`src/rtl/coeff_bank_scheduler.sv`:
```
// coeff_bank_scheduler: double-buffered 5x5 FIR coefficient bank.
// Shadow writes reach the active bank atomically on the first vs_i rise after a commit.
module coeff_bank_scheduler #(
   parameter int                 COEFF_W    = 16,
   parameter int                 NUM_COEFF  = 25,
   parameter logic [COEFF_W-1:0] CENTER_RST = 16'h0100,
   parameter int                 FCNT_W     = 16
) (
   input  logic                           clk,
   input  logic                           rst,
   input  logic                           wr_valid,
   output logic                           wr_ready,
   input  logic [4:0]                     wr_addr,
   input  logic [COEFF_W-1:0]             wr_data,
   input  logic                           commit_i,
   input  logic                           abort_i,
   input  logic                           vs_i,
   output logic [NUM_COEFF*COEFF_W-1:0]   coeff_o,
   output logic                           pending_o,
   output logic                           commit_done,
   output logic                           addr_err,
   output logic [FCNT_W-1:0]              frame_cnt
);

   localparam logic [1:0] ST_IDLE  = 2'd0;
   localparam logic [1:0] ST_ARMED = 2'd1;
   localparam logic [1:0] ST_SWAP  = 2'd2;
   localparam int         CENTER   = NUM_COEFF / 2;

   logic [1:0]        state_q, state_d;
   logic              vs_q;
   logic              vs_rise;
   logic              wr_fire;
   logic              addr_ok;
   logic              swap_en;
   logic              addr_err_q;
   logic [FCNT_W-1:0] frame_cnt_q;

   assign vs_rise  = vs_i & ~vs_q;
   assign wr_ready = (state_q == ST_IDLE);
   assign wr_fire  = wr_valid & wr_ready;
   assign addr_ok  = (wr_addr < 5'(NUM_COEFF));

   // Abort has priority over a coincident frame start.
   always_comb begin
      state_d = state_q;
      swap_en = 1'b0;
      case (state_q)
         ST_IDLE: begin
            if (commit_i) state_d = ST_ARMED;
         end
         ST_ARMED: begin
            if (abort_i) begin
               state_d = ST_IDLE;
            end else if (vs_rise) begin
               state_d = ST_SWAP;
               swap_en = 1'b1;
            end
         end
         ST_SWAP: state_d = ST_IDLE;
         default: state_d = ST_IDLE;
      endcase
   end

   always_ff @(posedge clk or negedge rst) begin
      if (!rst) begin
         state_q     <= ST_IDLE;
         vs_q        <= 1'b0;
         addr_err_q  <= 1'b0;
         frame_cnt_q <= '0;
      end else begin
         state_q    <= state_d;
         vs_q       <= vs_i;
         addr_err_q <= wr_fire & ~addr_ok;
         if (vs_rise) frame_cnt_q <= frame_cnt_q + FCNT_W'(1);
      end
   end

   generate
      for (genvar gi = 0; gi < NUM_COEFF; gi++) begin : g_tap
         localparam logic [COEFF_W-1:0] RST_VAL = (gi == CENTER) ? CENTER_RST : '0;
         logic [COEFF_W-1:0] shadow_q;
         logic [COEFF_W-1:0] active_q;

         always_ff @(posedge clk or negedge rst) begin
            if (!rst) begin
               shadow_q <= RST_VAL;
               active_q <= RST_VAL;
            end else begin
               if (wr_fire && addr_ok && (wr_addr == 5'(gi))) shadow_q <= wr_data;
               if (swap_en) active_q <= shadow_q;
            end
         end

         assign coeff_o[gi*COEFF_W +: COEFF_W] = active_q;
      end
   endgenerate

   assign pending_o   = (state_q == ST_ARMED);
   assign commit_done = (state_q == ST_SWAP);
   assign addr_err    = addr_err_q;
   assign frame_cnt   = frame_cnt_q;

endmodule

```
`config.mk`:
```
export PLATFORM = sky130hd
export DESIGN_NAME = coeff_bank_scheduler
export DESIGN_NICKNAME = d
export VERILOG_FILES = /design/src/rtl/coeff_bank_scheduler.sv
export SDC_FILE = /design/constraint.sdc
export NUM_CORES = 1
export LEC_CHECK = 0
export BUFFER_PORTS_ARGS = -buffer_cell sky130_fd_sc_hd__buf_2
export CAP_MARGIN = 20
export CORE_ASPECT_RATIO = 0.6
export CORE_MARGIN = 2
export CORE_UTILIZATION = 30
export DETAILED_ROUTE_END_ITERATION = 6
export GPL_ROUTABILITY_DRIVEN = 0
export SYNTH_ARGS = -nofsm -noshare
export SYNTH_HDL_FRONTEND = slang
export SYNTH_SLANG_ARGS = --single-unit
```
`constraint.sdc`:
```
create_clock -name clk -period 2.3 [get_ports clk]
set_clock_uncertainty 0.15 [all_clocks]
set_input_delay 0.23 -clock clk [delete_from_list [all_inputs] [get_ports clk]]
set_output_delay 0.23 -clock clk [all_outputs]
set_load 0.01 [all_outputs]
```
==> out/summary.txt <==
status = complete, but fails checks
failing checks = negative setup slack
post-route setup slack = -0.04868 ns
initial core utilization = 30.41%
CTS Buf Count = 81
GR Util All Layers = 16.74%
Min-Delay Startpoint = wr_data[0]
Post-DP Area = 0.03583 mm²
Worst Path Arrival = 2.73 ns
drt first-iter violations = 934
fraction of layout cells with a size suffix above 1 = 62.99%
RSZ-0062 raised after global routing = true
setup bufs post-CTS = 0
warnings from Yosys = 0
CP max stage delay = 0.57 ns
Seq cells post-synth = 820
CTS tree = yes
post-route ant nets = 0
top_reg_cell synth = dfrtp_1
clock root buffer = clkbuf_16
DP Cell Count = 3621
Max Slew Vio Count = 0
Final Hold Viols = 0
Worst-path clk slew = 0.06 ns
Final #Nets = 2409
crit path time final = 2.349 ns
CP max stage cell = or4b_4
Via density = 4.665
critical-path cell list = or4b_4, buf_6, nor3b_2, and3_4, buf_12, mux2_2
post-route cell area = 0.03877 mm²
count of cell types in the netlist = 35
P per Cell Area = 1000 mW/mm²
slew margin rel. = 30.31%
r2r startpoint = state_q[1]
worst-margin pin slew = 1.045 ns
Critical Path RT = 2.68 ns
clock buffer depth = 3
RR Endpoint = g_tap[14].shadow_q[8]
Initial DRT Pass Iterations = 4
Setup TNS Final = -1.346 ns
Cells after Synth = 1823
maxcap violations = 0
Critical Path End Type = flop
vias in the first global route = 18.83k
PortBufs = 446
total wire length = 88.73 mm
CP max FO = 16
CP startpoint kind = flop
GR Overflow Total = 0
DP Wirelength = 60.64 mm
global-route wire length before repair = 129.8 mm
die height = 251.9 µm
FFs w/ async S/R, synth = 100.0%
Chip Width = 417.1 µm
worst vdd ir = 0.5188 mV
Syn Area/Cell = 16.85 µm²
Min-Delay Path Class = in2reg
H-Tree Depth = 3
Max Freq = 425.8 MHz
fin cells = 3788
Post-synth EDFFs = 0
die footprint = 0.1050 mm²
Core Area = 0.1010 mm²
CP Buf/Inv Count = 2
DRC Markers = 0
Filler Cell Count = 9315
Post-Syn Area = 0.03071 mm²
hold path depth = 2
Worst R2R Setup Slack = -0.05 ns
Avg WL per Cell = 23.43 µm
Seq/Total Area, Yosys = 66.82%
via count = 17.67k
synthesis-to-layout area growth = 26.21%
Final setup viols = 60
Pleak = 19.83 nW
antenna violations before repair = 8
Final period util = 102.1%
# IOs = 447
worst skew pair latency = 0.65 ns
Crit Path Class = reg2reg
CP top delay family = simple AND/OR/NAND/NOR gates
reg2reg path depth = 6
worst hold endpoint = g_tap[21].shadow_q[0]
largest net degree at the start of global routing = 56
post-synth net total = 1851
Sink Count = 820
Core Rows = 90
## worst register-to-register path, delay by kind of cell, from the launching register on
family	cells	cell delay, ns
simple gates	3	1.00
mux	1	0.38
buf+inv	2	0.32
flops	1	0.38
## cell usage in the layout, fill, tap and decap left out, types with 4 or more instances in the layout
cell type,Yosys,layout
dfrtp_1,818,818
mux2_2,800,772
buf_2,57,445
clkbuf_16,0,84
buf_4,4,69
buf_12,0,56
mux2_4,0,28
nand2_1,16,16
clkbuf_8,0,16
clkinv_2,0,16
clkbuf_1,44,12
xnor2_1,10,10
dlygate4sd3_1,0,10
diode_2,0,9
inv_6,0,8
nand2_2,9,7
nor2_1,8,7
clkinvlp_4,0,6
nor2b_1,7,5
xor2_1,5,5
nor3_1,5,4
and3_1,6,4
nand4_1,4,4
bufinv_16,0,4
buf_6,5,4
## cell families (layout without fill, tap and decap cells)
family	Yosys count	count (layout)	synth area share [%]
xor+xnor	15	15	0.4277
fa+ha+maj	1	1	0.04073
buf+inv	111	733	1.796
flops	820	820	66.82
mux	802	802	29.40
other cells	0	9	0
simple gates	74	74	1.519
## state kept, by name, indices dropped and copies added, names as in the netlist
register,cells
g_tap.active_q,400
frame_cnt,16
state_q,2
vs_q,1
g_tap.shadow_q,400
addr_err,1
## where the power goes
part | internal (mW) | switching, mW | leakage (nW)
Clock | 7.63 | 5.77 | 1.32
Sequential | 17.2 | 1.70 | 10.9
Combinational | 3.37 | 3.11 | 7.57
Total | 28.2 | 10.6 | 19.8
## area by class of cell
cell class | count | area, µm² | share of cell area, %
flip-flops and latches | 820 | 20520 | 52.94
multi-input cells | 892 | 9826 | 25.35
repair buffers | 586 | 4051 | 10.45
clock buffers | 111 | 2342 | 6.042
well taps | 1334 | 1669 | 4.306
clock inverters | 36 | 332.8 | 0.8585
diodes | 9 | 22.52 | 0.05810
## what timing repair did
action                                  4_1_cts  5_1_grt
endpoints found under the hold margin       490        0
endpoints found under the setup margin      148      212
resized for setup                            16        9
hold buffers                                 10        0
cloned                                        0        1
## synth_stat cells (2+ instances only)
cell type	n	area share, %
nor2_1	8	0.098
buf_4	4	0.098
nand2_2	9	0.18
dfrtp_1	818	67
nor3_1	5	0.081
xnor2_1	10	0.29
nor3_2	2	0.065
buf_6	5	0.18
xor2_1	5	0.14
nand4_1	4	0.081
nand3_1	3	0.049
and3_1	6	0.12
buf_2	57	0.93
nor2b_1	7	0.14
mux2_2	800	29
dfstp_2	2	0.17
nor2_4	2	0.073
clkbuf_1	44	0.54
nand2_1	16	0.20
## metal layers
metal	GRT usage, %	part of all wire, %	up-vias
li1	-	-	7588
met2	26.68	47	398
met4	4.369	2.2	2
met5	0	0.015	-
met3	3.264	4.7	136
met1	23.39	46	9547
## stage by stage
stage	hold slack (ns)	utilization, %	total power [mW]	setup slack (ns)
3_5_place_dp	0.1069	35.47	25.69	-0.08207
3_3_place_gp	0.09822	35.47	25.37	-0.07608
6_report	0.04237	38.38	38.77	-0.04868
4_1_cts	0.004627	38.28	39.36	-0.05908
2_1_floorplan	-0.2156	-	22.03	-0.1010
5_1_grt	0.005878	38.37	40.54	-0.09215
## worst max path at each step
| stage | startpoint | end | slack [ns] | depth (start not counted) |
|---|---|---|---|---|
| after floorplan | state_q[1] | g_tap[3].shadow_q[10] | -0.10 | 6 |
| after global placement | state_q[1] | g_tap[14].shadow_q[14] | -0.08 | 6 |
| after detailed placement | state_q[1] | g_tap[3].shadow_q[15] | -0.08 | 5 |
| after CTS | state_q[1] | g_tap[13].shadow_q[0] | -0.06 | 6 |
| after global routing | state_q[1] | g_tap[13].shadow_q[9] | -0.09 | 6 |
| final | state_q[1] | g_tap[14].shadow_q[8] | -0.05 | 6 |
Power figures use the tool's default switching activity.
